==> src/rtl/alu_defs.sv <==
// Shared encodings for the ALU control path: ALUOp, funct, ALU control codes, FSM states.
package alu_defs;

  localparam int unsigned FUNCT_W = 6;
  localparam int unsigned ALUOP_W = 2;
  localparam int unsigned CODE_W  = 4;
  localparam int unsigned STATE_W = 2;

  // ALUOp encodings from the main control unit
  localparam logic [ALUOP_W-1:0] ALUOP_MEM = 2'b00;
  localparam logic [ALUOP_W-1:0] ALUOP_BEQ = 2'b01;
  localparam logic [ALUOP_W-1:0] ALUOP_R   = 2'b10;
  localparam logic [ALUOP_W-1:0] ALUOP_RSV = 2'b11;

  // R-type funct codes
  localparam logic [FUNCT_W-1:0] FUNCT_ADD   = 6'b100000;
  localparam logic [FUNCT_W-1:0] FUNCT_ADDU  = 6'b100001;
  localparam logic [FUNCT_W-1:0] FUNCT_SUB   = 6'b100010;
  localparam logic [FUNCT_W-1:0] FUNCT_SUBU  = 6'b100011;
  localparam logic [FUNCT_W-1:0] FUNCT_AND   = 6'b100100;
  localparam logic [FUNCT_W-1:0] FUNCT_OR    = 6'b100101;
  localparam logic [FUNCT_W-1:0] FUNCT_NOR   = 6'b100111;
  localparam logic [FUNCT_W-1:0] FUNCT_SLT   = 6'b101010;
  localparam logic [FUNCT_W-1:0] FUNCT_MFHI  = 6'b010000;
  localparam logic [FUNCT_W-1:0] FUNCT_MFLO  = 6'b010010;
  localparam logic [FUNCT_W-1:0] FUNCT_MULT  = 6'b011000;
  localparam logic [FUNCT_W-1:0] FUNCT_MULTU = 6'b011001;
  localparam logic [FUNCT_W-1:0] FUNCT_DIV   = 6'b011010;
  localparam logic [FUNCT_W-1:0] FUNCT_DIVU  = 6'b011011;

  // ALU control codes
  localparam logic [CODE_W-1:0] CTRL_AND  = 4'b0000;
  localparam logic [CODE_W-1:0] CTRL_OR   = 4'b0001;
  localparam logic [CODE_W-1:0] CTRL_ADD  = 4'b0010;
  localparam logic [CODE_W-1:0] CTRL_SUB  = 4'b0110;
  localparam logic [CODE_W-1:0] CTRL_SLT  = 4'b0111;
  localparam logic [CODE_W-1:0] CTRL_MFHI = 4'b1000;
  localparam logic [CODE_W-1:0] CTRL_MFLO = 4'b1001;
  localparam logic [CODE_W-1:0] CTRL_NOR  = 4'b1100;
  localparam logic [CODE_W-1:0] CTRL_INV  = 4'b1111;

  // Mult/div sequencer states
  localparam logic [STATE_W-1:0] ST_IDLE = 2'b00;
  localparam logic [STATE_W-1:0] ST_RUN  = 2'b01;
  localparam logic [STATE_W-1:0] ST_DONE = 2'b10;

  // True for MULT/MULTU/DIV/DIVU
  function automatic logic is_md_funct(input logic [FUNCT_W-1:0] f);
    return f inside {FUNCT_MULT, FUNCT_MULTU, FUNCT_DIV, FUNCT_DIVU};
  endfunction

endpackage

==> src/rtl/alu_decode.sv <==
// Combinational ALUOp/funct decode into the ALU control code.
module alu_decode
  import alu_defs::*;
#(
  parameter int unsigned CTRL_W = 4
) (
  input  logic [FUNCT_W-1:0] funct,
  input  logic [ALUOP_W-1:0] alu_op,
  output logic [CTRL_W-1:0]  salida,
  output logic               ilegal,
  output logic               md_funct
);

  logic [CODE_W-1:0] code;

  // Select the control code; anything unrecognised maps to the invalid code
  always_comb begin
    code = CTRL_INV;
    case (alu_op)
      ALUOP_MEM: code = CTRL_ADD;
      ALUOP_BEQ: code = CTRL_SUB;
      ALUOP_R: begin
        case (funct)
          FUNCT_ADD, FUNCT_ADDU:  code = CTRL_ADD;
          FUNCT_SUB, FUNCT_SUBU:  code = CTRL_SUB;
          FUNCT_AND:              code = CTRL_AND;
          FUNCT_OR:               code = CTRL_OR;
          FUNCT_NOR:              code = CTRL_NOR;
          FUNCT_SLT:              code = CTRL_SLT;
          FUNCT_MFHI:             code = CTRL_MFHI;
          FUNCT_MFLO:             code = CTRL_MFLO;
          FUNCT_MULT, FUNCT_MULTU,
          FUNCT_DIV, FUNCT_DIVU:  code = CTRL_ADD;  // ALU result ignored for mult/div
          default:                code = CTRL_INV;
        endcase
      end
      ALUOP_RSV: code = CTRL_INV;
      default:   code = CTRL_INV;
    endcase
  end

  assign salida   = CTRL_W'(code);
  assign ilegal   = (code == CTRL_INV);
  assign md_funct = is_md_funct(funct);

endmodule

==> src/rtl/alu_control_secuencial.sv <==
// ALU control with an iterative mult/div sequencer (IDLE -> RUN -> DONE) and pipeline stall.
module alu_control_secuencial
  import alu_defs::*;
#(
  parameter int unsigned WIDTH  = 32,
  parameter int unsigned CTRL_W = 4
) (
  input  logic              clk,
  input  logic              reset,
  input  logic [5:0]        entradaFunct,
  input  logic [1:0]        ALUOp,
  input  logic              valido,
  output logic [CTRL_W-1:0] salida,
  output logic [1:0]        md_op,
  output logic              md_paso,
  output logic              busy,
  output logic              stall,
  output logic              escribe_hilo,
  output logic              err_funct
);

  localparam int unsigned CNT_W = $clog2(WIDTH) + 1;

  logic [STATE_W-1:0] state, state_n;
  logic [CNT_W-1:0]   cnt, cnt_n;
  logic [1:0]         md_op_n;
  logic               err_n;
  logic               ilegal;
  logic               md_funct;
  logic               md_req;

  alu_decode #(
    .CTRL_W (CTRL_W)
  ) u_decode (
    .funct    (entradaFunct),
    .alu_op   (ALUOp),
    .salida   (salida),
    .ilegal   (ilegal),
    .md_funct (md_funct)
  );

  assign md_req = valido && (ALUOp == ALUOP_R) && md_funct;

  // Next state, counter, captured op and sticky error
  always_comb begin
    state_n = state;
    cnt_n   = cnt;
    md_op_n = md_op;
    err_n   = err_funct | (valido & ilegal);
    case (state)
      ST_IDLE: begin
        if (md_req) begin
          state_n = ST_RUN;
          cnt_n   = CNT_W'(WIDTH - 1);
          md_op_n = entradaFunct[1:0];
        end
      end
      ST_RUN: begin
        if (cnt == '0) begin
          state_n = ST_DONE;
        end else begin
          cnt_n = cnt - CNT_W'(1);
        end
      end
      ST_DONE: state_n = ST_IDLE;
      default: begin
        state_n = ST_IDLE;
        cnt_n   = '0;
      end
    endcase
  end

  // State registers with synchronous reset
  always_ff @(posedge clk) begin
    if (reset) begin
      state     <= ST_IDLE;
      cnt       <= '0;
      md_op     <= 2'b00;
      err_funct <= 1'b0;
    end else begin
      state     <= state_n;
      cnt       <= cnt_n;
      md_op     <= md_op_n;
      err_funct <= err_n;
    end
  end

  // Status strobes decoded straight from the state register
  assign md_paso      = (state == ST_RUN);
  assign escribe_hilo = (state == ST_DONE);
  assign busy         = (state == ST_RUN) || (state == ST_DONE);
  assign stall        = ((state == ST_IDLE) && md_req) || (state == ST_RUN);

endmodule

==> config.mk <==
export PLATFORM = sky130hd
export DESIGN_NAME = alu_control_secuencial
export DESIGN_NICKNAME = d
export VERILOG_FILES = /design/src/rtl/alu_defs.sv /design/src/rtl/alu_decode.sv /design/src/rtl/alu_control_secuencial.sv
export SDC_FILE = /design/constraint.sdc
export NUM_CORES = 1
export LEC_CHECK = 0
export CAP_MARGIN = 20
export CORE_UTILIZATION = 52
export CTS_CLUSTER_SIZE = 28
export DETAILED_ROUTE_END_ITERATION = 16
export PLACE_DENSITY = 0.93
export SLEW_MARGIN = 20
export SYNTH_ARGS = -nofsm -noshare
export SYNTH_HDL_FRONTEND = slang
export SYNTH_HIERARCHICAL = 1
export SYNTH_SLANG_ARGS = --single-unit
==> constraint.sdc <==
create_clock -name clk -period 3.9 [get_ports clk]
set_input_delay 0.78 -clock clk [delete_from_list [all_inputs] [get_ports clk]]
set_output_delay 0.78 -clock clk [all_outputs]
set_load 0.05 [all_outputs]
==> metrics.csv, run 1 <==
metric,value,unit
cts_buffer_depth,2,
synth.area.top_cells,"dfxtp_1 24%, ha_1 14%, nor2_1 4.6%",
cp_data_required_time,3120,ps
synthCells,103,
critical_path.endpoint_type,output port,
status,"complete, but fails checks",
port_buffers,21,
drt_iter0_drc,22,
r2r_setup_slack,2110,ps
min-delay-start,err_funct,
die_h,43.62,um
overflow,0,
vias_per_cell,6.142,
start_util,57.78,%
dpl.hpwl,1535,um
worstSetupPathType,input port to output port,
ys_seq_area_share,24.44,%
ys.flop_type,dfxtp_1,
cp_top_family,buffers and inverters,
place_ws,285.0,ps
setup_tns,0,ps
rsz0062_at_grt,no,
netlist_area,900.9,um2
grt_start_max_net_pins,14,
cp_max_fo,5,
yosysTopAreaCell,dfxtp_1,
final_antenna_net_count,0,
synth.avg_cell_area,8.746,um2
worst_slew_margin_rel,66.99,%
clock.fmax,276.8,MHz
critPathMaxStageDelay,700,ps
io_pins,22,
netSwitchingFraction,39.74,%
drive_gt1_share,12.80,%
hold_class,flip-flop to flip-flop,
syn_to_final_growth,26.53,%
ctsHtreeMaxLevel,1,
postCtsHoldBufs,0,
cts_tree,yes,
clkPwrFrac,20.3,%
tightest_slew,493.6,ps
rows,14,
slowest_stage,clkdlybuf4s50_1,
die-area,1903,um2
timing.final.crit_share,92.65,%
r2r_cells,6,
rr_startpoint,state[1],
finalNonFillerCells,141,
timing.rr.end,cnt[2],
powerDensity,340.5,nW/um2
grt_pass1_vias,842,
ys_ff_latch,11,
clk_pin_slew,70,ps
root_buffer,clkbuf_4,
combinationalPowerShare,44.4,%
whs_endpoint,err_funct,
worstSkewPairLatency,270,ps
synth_nets,124,
synthDistinctLibCells,43,
routed-via-count,866,
drt_wl_total,2027,um
yosys_warnings,6,
slew_viol_final,0,
max_cap_violations,0,
pwr-share-seq,35.4,%
gp_congestion,0.9012,
antenna_found_initial,0,
drt_pass1_iterations,10,
cts_sinks,11,
cts_resized,0,
netlist.area_leader.share,24.44,%
internal_power,0.2339,mW
postLayoutCoreUtil,73.11,%
min_delay_path_depth,2,
diodes,0,
grt_usage,24.16,%
cts_buffers,3,
setup_violations,0,
clock-skew-final,0.9306,ps
post_cts.repair.setup_buffers,0,
dp.cells,137,
finalCriticalPeriod,3613,ps
critPathBufInv,4,
drc,3,
violations,design-rule violations,
fillCellCount,119,
cp_cell_sequence,clkdlybuf4s50_1 > inv_1 > ha_1 > inv_1 > a211o_1 > a32o_1 > clkdlybuf4s50_1,
seq_area,220.2,um2
fin_ws,286.7,ps
grt_first_pass_wirelength,3429,um
multiInputGateArea,623.1,um2
start_kind,input port,
synth_edf_count,0,
wl_per_cell,14.38,um
fp.dieW,43.62,um
p_switching,0.1542,mW
finalHoldViolations,0,
ir_worst_vdd,0.2357,mV
synthArstFlopShare,0,%
arrival,2830,ps
core_area,1559,um2
nNetsFinal,147,
leakagePower,0.5138,nW
==> how the worst max path moves through the flow <==
stage | from | end | slack (ps) | cells after the start
floorplan | entradaFunct[0] | salida[0] | 690 | 5
global placement | entradaFunct[0] | salida[3] | 340 | 7
detailed placement | entradaFunct[0] | salida[3] | 280 | 7
CTS | entradaFunct[0] | salida[3] | 290 | 7
global route | entradaFunct[0] | salida[3] | 170 | 7
finish | entradaFunct[0] | salida[3] | 290 | 7
==> cells in the mapped netlist (all sizes together), types with 2 or more instances <==
master and n:
nor3b 2, nor4 2, ha 10, mux2i 2, a21o 2, inv 10, nor3 3, buf 2
a221o 2, nor2b 2, a21oi 4, a32o 2, dfxtp 11, a211o 3, clkbuf 2, nand2 7
a211oi 3, nand2b 3, nor2 11, o211a 2, o21ai 4
==> cell families (layout without fill, tap and decap cells) <==
| kind of cell | after synthesis | in the layout | share of synthesized area (%) |
|---|---|---|---|
| AOI/OAI and AO/OA | 30 | 30 | 27.22 |
| adders and majority gates | 10 | 10 | 13.89 |
| buffers and inverters | 14 | 36 | 6.389 |
| DFF | 11 | 11 | 24.44 |
| muxes | 2 | 2 | 2.222 |
| and+or+nand+nor | 36 | 36 | 25.83 |
==> power groups by stage <==
stage          registers (mW)  clock network (mW)  logic (mW)
5_1_grt                 0.139              0.0870       0.185
6_report                0.137              0.0787       0.172
2_1_floorplan           0.139                   0       0.122
4_1_cts                 0.137              0.0812       0.170
3_5_place_dp            0.139                   0       0.169
3_3_place_gp            0.139                   0       0.164
==> layout by cell type (no fill, tap or decap), types with 2 or more instances in the layout <==
master,count
nor2b_1,2
o211a_1,2
clkbuf_4,3
a32o_1,2
a21oi_1,4
nor2_1,11
clkdlybuf4s50_1,19
o21ai_0,2
dfxtp_1,11
o21ai_1,2
mux2i_1,2
a211o_1,2
nor3_1,2
a211oi_1,2
nand2_1,7
inv_1,10
ha_1,10
buf_4,3
a21o_2,2
nand2b_1,2
a221o_1,2
==> flip-flops by register name, summed over array words and instances, names as in the netlist <==
register and count:
state 2, md_op 2, cnt 6, err_funct 1
==> routing by layer <==
layer	global-route usage [%]	up-vias	part of all wire [%]
met4	9.375	0	0.94
met5	0	-	0
met2	40.00	36	46
met1	29.82	409	46
met3	6.250	2	6.8
li1	-	419	-
==> per-stage QoR <==
step                      total power, mW  area [um2]  hold WS [ps]
after floorplan                    0.2614       900.9         500.4
after global placement             0.3029        1114         453.5
after detailed placement           0.3085        1114         452.2
after CTS                          0.3877        1140         471.0
after global routing               0.4105        1140         495.6
final                              0.3882        1140         465.8
==> worst min-delay path: stages (launching register included) <==
cell and delay (ps):
dfxtp_1 330, a21oi_1 40, nor2_1 60
==> area by class of cell <==
| type | instances | area share, % |
|---|---|---|
| multi-input cells | 78 | 54.67 |
| flip-flops and latches | 11 | 19.32 |
| repair buffers | 22 | 18.66 |
| inverters | 10 | 3.293 |
| clock buffers | 4 | 2.305 |
| well taps | 16 | 1.756 |
No activity file was read; power rests on OpenSTA's default activity.
==> run 2: changes to the inputs <==
--- a/config.mk
+++ b/config.mk
@@ -9,7 +9,7 @@
 export CORE_UTILIZATION = 52
 export CTS_CLUSTER_SIZE = 28
 export DETAILED_ROUTE_END_ITERATION = 16
-export PLACE_DENSITY = 0.93
+export PLACE_DENSITY = 0.81
 export SLEW_MARGIN = 20
 export SYNTH_ARGS = -nofsm -noshare
 export SYNTH_HDL_FRONTEND = slang
==> run 2 against run 1 <==
Against the previous run: the run still ends with design-rule violations left; via count down 1.5%; die area unchanged; flip-flop and latch count unchanged; worst setup slack worse by 11 ps; largest power group unchanged; highest routed layer unchanged.
==> metrics.csv, run 2 (same netlist as run 1, synthesis figures left out) <==
metric,value,unit,change
drt_pass1_iterations,10,,unchanged
routed-via-count,853,,-1.5%
diodes,0,,unchanged
cp_data_required_time,3120,ps,about the same
r2r_cells,6,,unchanged
clock.fmax,275.9,MHz,-0.30%
nNetsFinal,147,,unchanged
dp.cells,137,,unchanged
io_pins,22,,unchanged
overflow,0,,unchanged
dpl.hpwl,1596,um,+4.0%
slew_viol_final,0,,unchanged
setup_violations,0,,unchanged
post_cts.repair.setup_buffers,0,,unchanged
die_h,43.62,um,unchanged
tightest_slew,498.6,ps,+5.042 ps
violations,design-rule violations,,
seq_area,220.2,um2,unchanged
ctsHtreeMaxLevel,1,,unchanged
status,"complete, but fails checks",,
die-area,1903,um2,unchanged
worst_slew_margin_rel,66.66,%,-0.34 points
worstSkewPairLatency,270,ps,about the same
min_delay_path_depth,2,,unchanged
cts_resized,0,,unchanged
ir_worst_vdd,0.2471,mV,+4.8%
layout_commonest_cell,clkdlybuf4s50_1,,
top_regs,"cnt: 6 flops, md_op: 2 flops, state: 2 flops",,
grt_start_max_net_pins,14,,unchanged
critPathMaxStageDelay,700,ps,about the same
largest_register,cnt,,
rsz0062_at_grt,no,,
critical_path.endpoint_type,output port,,
cp_cell_sequence,clkdlybuf4s50_1 > inv_1 > ha_1 > inv_1 > a211o_1 > a32o_1 > clkdlybuf4s50_1,,
start_kind,input port,,
antenna_found_initial,0,,unchanged
max_cap_violations,0,,unchanged
gp_congestion,0.8287,,-8.0%
finalNonFillerCells,141,,unchanged
cp_max_fo,5,,unchanged
powerDensity,337.9,nW/um2,-0.78%
grt_usage,23.36,%,-0.80 points
grt_first_pass_wirelength,3291,um,-4.0%
hold_class,flip-flop to flip-flop,,
leakagePower,0.5138,nW,unchanged
cts_sinks,11,,unchanged
cts_tree,yes,,
start_util,57.78,%,unchanged
timing.final.crit_share,92.92,%,+0.27 points
worstSetupPathType,input port to output port,,
vias_per_cell,6.050,,-1.5%
fin_ws,276.0,ps,-10.72 ps
cts_buffers,3,,unchanged
drt_iter0_drc,30,,+36%
cts_buffer_depth,2,,unchanged
core_area,1559,um2,unchanged
mostFrequentLayoutCells,"19 x clkdlybuf4s50_1, 11 x nor2_1, 11 x dfxtp_1",,
place_ws,280.4,ps,-4.645 ps
grt_pass1_vias,762,,-9.5%
setup_tns,0,ps,unchanged
syn_to_final_growth,26.53,%,unchanged
port_buffers,21,,unchanged
root_buffer,clkbuf_4,,
clk_pin_slew,70,ps,about the same
drc,2,,-1
rows,14,,unchanged
fillCellCount,131,,+10%
drt_wl_total,2068,um,+2.0%
fp.dieW,43.62,um,unchanged
largest_reg_flops,6,,unchanged
slowest_stage,clkdlybuf4s50_1,,
multiInputGateArea,623.1,um2,unchanged
finalCriticalPeriod,3624,ps,+10.72 ps
arrival,2840,ps,about the same
finalPower,0.3851,mW,-0.78%
finalHoldViolations,0,,unchanged
postCtsHoldBufs,0,,unchanged
final_antenna_net_count,0,,unchanged
clock-skew-final,2.790,ps,+1.859 ps
wl_per_cell,14.67,um,+2.0%
drive_gt1_share,12.80,%,unchanged
## run 2: power by group
part           switching, mW  internal (mW)
sequential            0.0139          0.123
combinational          0.100         0.0710
clock                 0.0368         0.0396
total                  0.151          0.234
## run 2: per-stage QoR
step / cell area [um2] / hold WS (ps) / util [%]
global route: 1140 / 522.8 / 73.11
floorplan: 900.9 / 500.4 / -
CTS: 1140 / 489.4 / 73.11
finish: 1140 / 479.7 / 73.11
detailed placement: 1114 / 473.1 / 71.43
global placement: 1114 / 452.3 / 71.43
## run 2: routing by layer
metal | vias up | share of wire [%] | track usage [%]
met5 | - | 0 | 0
met4 | 0 | 0.87 | 7.500
met3 | 2 | 7.6 | 7.083
met2 | 32 | 46 | 39.10
met1 | 398 | 45 | 28.46
li1 | 421 | - | -
## run 2: path summary, 6_finish.rpt
path              slack (ps)            start         to
setup reg to reg        2170         state[1]     cnt[3]
setup / recovery         280  entradaFunct[0]  salida[3]
hold / removal           480        err_funct  err_funct
hold reg to reg          480        err_funct  err_funct
## run 2: worst max-delay path, delay by kind of cell
| kind | cells | cell delay [ps] |
|---|---|---|
| buffers and inverters | 4 | 1370 |
| AO/OA/AOI/OAI | 2 | 500 |
| adder cells (fa/ha/maj) | 1 | 180 |
## run 2: area by class of cell
| type | instances | area share (%) |
|---|---|---|
| clock buffer | 4 | 2.305 |
| inverter | 10 | 3.293 |
| multi-input combinational | 78 | 54.67 |
| sequential | 11 | 19.32 |
| tap | 16 | 1.756 |
| timing repair buffer | 22 | 18.66 |
==> run 3: changes to the inputs <==
--- a/config.mk
+++ b/config.mk
@@ -6,10 +6,11 @@
 export NUM_CORES = 1
 export LEC_CHECK = 0
 export CAP_MARGIN = 20
-export CORE_UTILIZATION = 52
+export CORE_UTILIZATION = 60
 export CTS_CLUSTER_SIZE = 28
 export DETAILED_ROUTE_END_ITERATION = 16
-export PLACE_DENSITY = 0.81
+export DONT_BUFFER_PORTS = 1
+export PLACE_DENSITY = 0.74
 export SLEW_MARGIN = 20
 export SYNTH_ARGS = -nofsm -noshare
 export SYNTH_HDL_FRONTEND = slang
==> constraint.sdc (replaced) <==
create_clock -name clk -period 4.5 [get_ports clk]
set_input_delay 0.9 -clock clk [delete_from_list [all_inputs] [get_ports clk]]
set_output_delay 0.9 -clock clk [all_outputs]
set_load 0.05 [all_outputs]
==> run 3 against run 2 <==
Against the previous run: the flow now finishes without violations; worst hold slack improved by 51 ps; clock power decreased by 8.5%; total power decreased by 19%; clock skew decreased by 2.5 ps; worst setup slack improved by 890 ps; first-iteration DRC count decreased by 40%; flip-flop and latch count unchanged; die area decreased by 13%; critical path type unchanged; largest power group unchanged.
==> metrics.csv, run 3 (same netlist as run 1, synthesis figures left out) <==
metric,value,unit,change
syn_to_final_growth,3.472,%,
drc,0,,-2
rsz0062_at_grt,no,,
max_cap_violations,0,,unchanged
worstSetupPathType,input port to output port,,
core_area,1350,um2,-13%
vias_per_cell,6.449,,+6.6%
cts_buffers,3,,unchanged
timing.final.crit_share,74.06,%,
critPathBufInv,0,,-4
drt_iter0_drc,18,,-40%
overflow,0,,unchanged
top_regs,"cnt: 6 flops, md_op: 2 flops, state: 2 flops",,
min_delay_path_depth,2,,unchanged
postCtsHoldBufs,0,,unchanged
leakagePower,0.4309,nW,-16%
finalNonFillerCells,118,,-16%
clock.fmax,300.1,MHz,
hold_class,flip-flop to flip-flop,,
dr.max_layer_used,met4,,
dp.cells,114,,-17%
finalHoldViolations,0,,unchanged
whs_endpoint,cnt[1],,
grt_usage,25.08,%,+1.7 points
drt_wl_total,1809,um,-13%
grt_pass1_vias,638,,-16%
worstSkewPairLatency,270,ps,about the same
largest_reg_flops,6,,unchanged
die-area,1661,um2,-13%
dpl.hpwl,1404,um,-12%
fillCellCount,120,,-8.4%
cts_tree,yes,,
slew_viol_final,0,,unchanged
ir_worst_vdd,0.2791,mV,+13%
r2r_setup_slack,2480,ps,+310 ps
nNetsFinal,125,,-15%
post_cts.repair.setup_buffers,0,,unchanged
arrival,2430,ps,-410 ps
route.met2.wl,773,um,-19%
dr_wl_met3,155,um,-1.9%
tightest_slew,906.8,ps,+408.2 ps
cp_data_required_time,3600,ps,+480 ps
rr_startpoint,state[1],,
fp.dieW,40.75,um,-6.6%
place_ws,1176,ps,+895.7 ps
combinationalPowerShare,39.0,%,-5.5 points
die_h,40.75,um,-6.6%
routed-via-count,761,,-11%
root_buffer,clkbuf_4,,
cp_cell_sequence,nor3b_2 > nand2_1 > nor2_1 > nand4b_4 > or2_0 > nand2b_1,,
worst_slew_margin_rel,39.44,%,-27 points
r2r_cells,6,,unchanged
met1_length,869,um,-6.8%
clock-skew-final,0.2559,ps,-2.534 ps
grt_start_max_net_pins,14,,unchanged
powerDensity,335.6,nW/um2,-0.67%
clk_pin_slew,70,ps,about the same
drt_pass1_iterations,4,,-6
min-delay-start,cnt[1],,
port_buffers,0,,-100%
io_pins,22,,unchanged
rows,13,,-1
setup_tns,0,ps,unchanged
largest_register,cnt,,
cts_sinks,11,,unchanged
slowest_stage,nand2b_1,,
critPathMaxStageDelay,430,ps,-270 ps
antenna_found_initial,0,,unchanged
grt_first_pass_wirelength,2739,um,-17%
gp_congestion,0.7988,,-3.6%
internal_power,0.1863,mW,-20%
cts_resized,0,,unchanged
diodes,0,,unchanged
netSwitchingFraction,40.43,%,+1.2 points
start_util,66.73,%,+8.9 points
p_switching,0.1265,mW,-16%
crit_start,entradaFunct[2],,
status,completed,,
critical_path.endpoint_type,output port,,
pwr-share-seq,38.7,%,+3.0 points
cp_max_fo,7,,+2
final_antenna_net_count,0,,unchanged
finalCriticalPeriod,3333,ps,
clkPwrFrac,22.3,%,+2.5 points
timing.rr.end,cnt[3],,
cp_top_family,simple AND/OR/NAND/NOR gates,,
mostFrequentLayoutCells,"11 x nor2_1, 11 x dfxtp_1, 10 x inv_1, 10 x ha_1, 7 x nand2_1",,
fin_ws,1167,ps,+891.4 ps
cp.depth,6,,-1
cts_buffer_depth,2,,unchanged
drive_gt1_share,14.56,%,+1.8 points
setup_violations,0,,unchanged
ctsHtreeMaxLevel,1,,unchanged
start_kind,input port,,
wl_per_cell,15.33,um,+4.5%
## run 3: tightest hold or removal path, cell delays in order, from the launching register on
cell and delay (ps):
dfxtp_1 340, o32ai_1 110, nor2_1 50
## run 3: through the flow
stage / power [mW] / instance area, um2 / hold slack (ps) / util [%]
5_1_grt: 0.3338 / 932.1 / 581.1 / 69.05
3_3_place_gp: 0.2417 / 904.6 / 517.0 / 67.01
3_5_place_dp: 0.2445 / 904.6 / 525.1 / 67.01
4_1_cts: 0.3157 / 932.1 / 534.9 / 69.05
6_report: 0.3128 / 932.1 / 531.1 / 69.05
2_1_floorplan: 0.2266 / 900.9 / 500.4 / -
## run 3: per-layer routing
| metal | track usage, % | vias to the layer above |
|---|---|---|
| met5 | 0 | - |
| met4 | 5.000 | 0 |
| met3 | 10.87 | 2 |
| met2 | 37.70 | 28 |
| met1 | 33.11 | 350 |
| li1 | - | 381 |
## run 3: worst max path at each step
stage / to / slack, ps
finish: stall / 1170
global placement: stall / 1200
floorplan: salida[0] / 1050
detailed placement: stall / 1180
CTS: stall / 1170
global route: stall / 1040
## run 3: power by group through the flow
| stage | clock, mW | sequential, mW | combinational [mW] |
|---|---|---|---|
| 3_5_place_dp | 0 | 0.123 | 0.121 |
| 4_1_cts | 0.0732 | 0.121 | 0.122 |
| 2_1_floorplan | 0 | 0.121 | 0.106 |
| 3_3_place_gp | 0 | 0.123 | 0.119 |
| 5_1_grt | 0.0766 | 0.123 | 0.135 |
| 6_report | 0.0699 | 0.121 | 0.122 |
## run 3: area by class of cell
| cell class | instances | area, um2 | area share [%] |
|---|---|---|---|
| multi-input combinational | 78 | 628.1 | 67.38 |
| tap | 15 | 18.77 | 2.013 |
| clock inverter | 1 | 5.005 | 0.5369 |
| clock buffer | 3 | 22.52 | 2.416 |
| inverter | 10 | 37.54 | 4.027 |
| sequential | 11 | 220.2 | 23.62 |
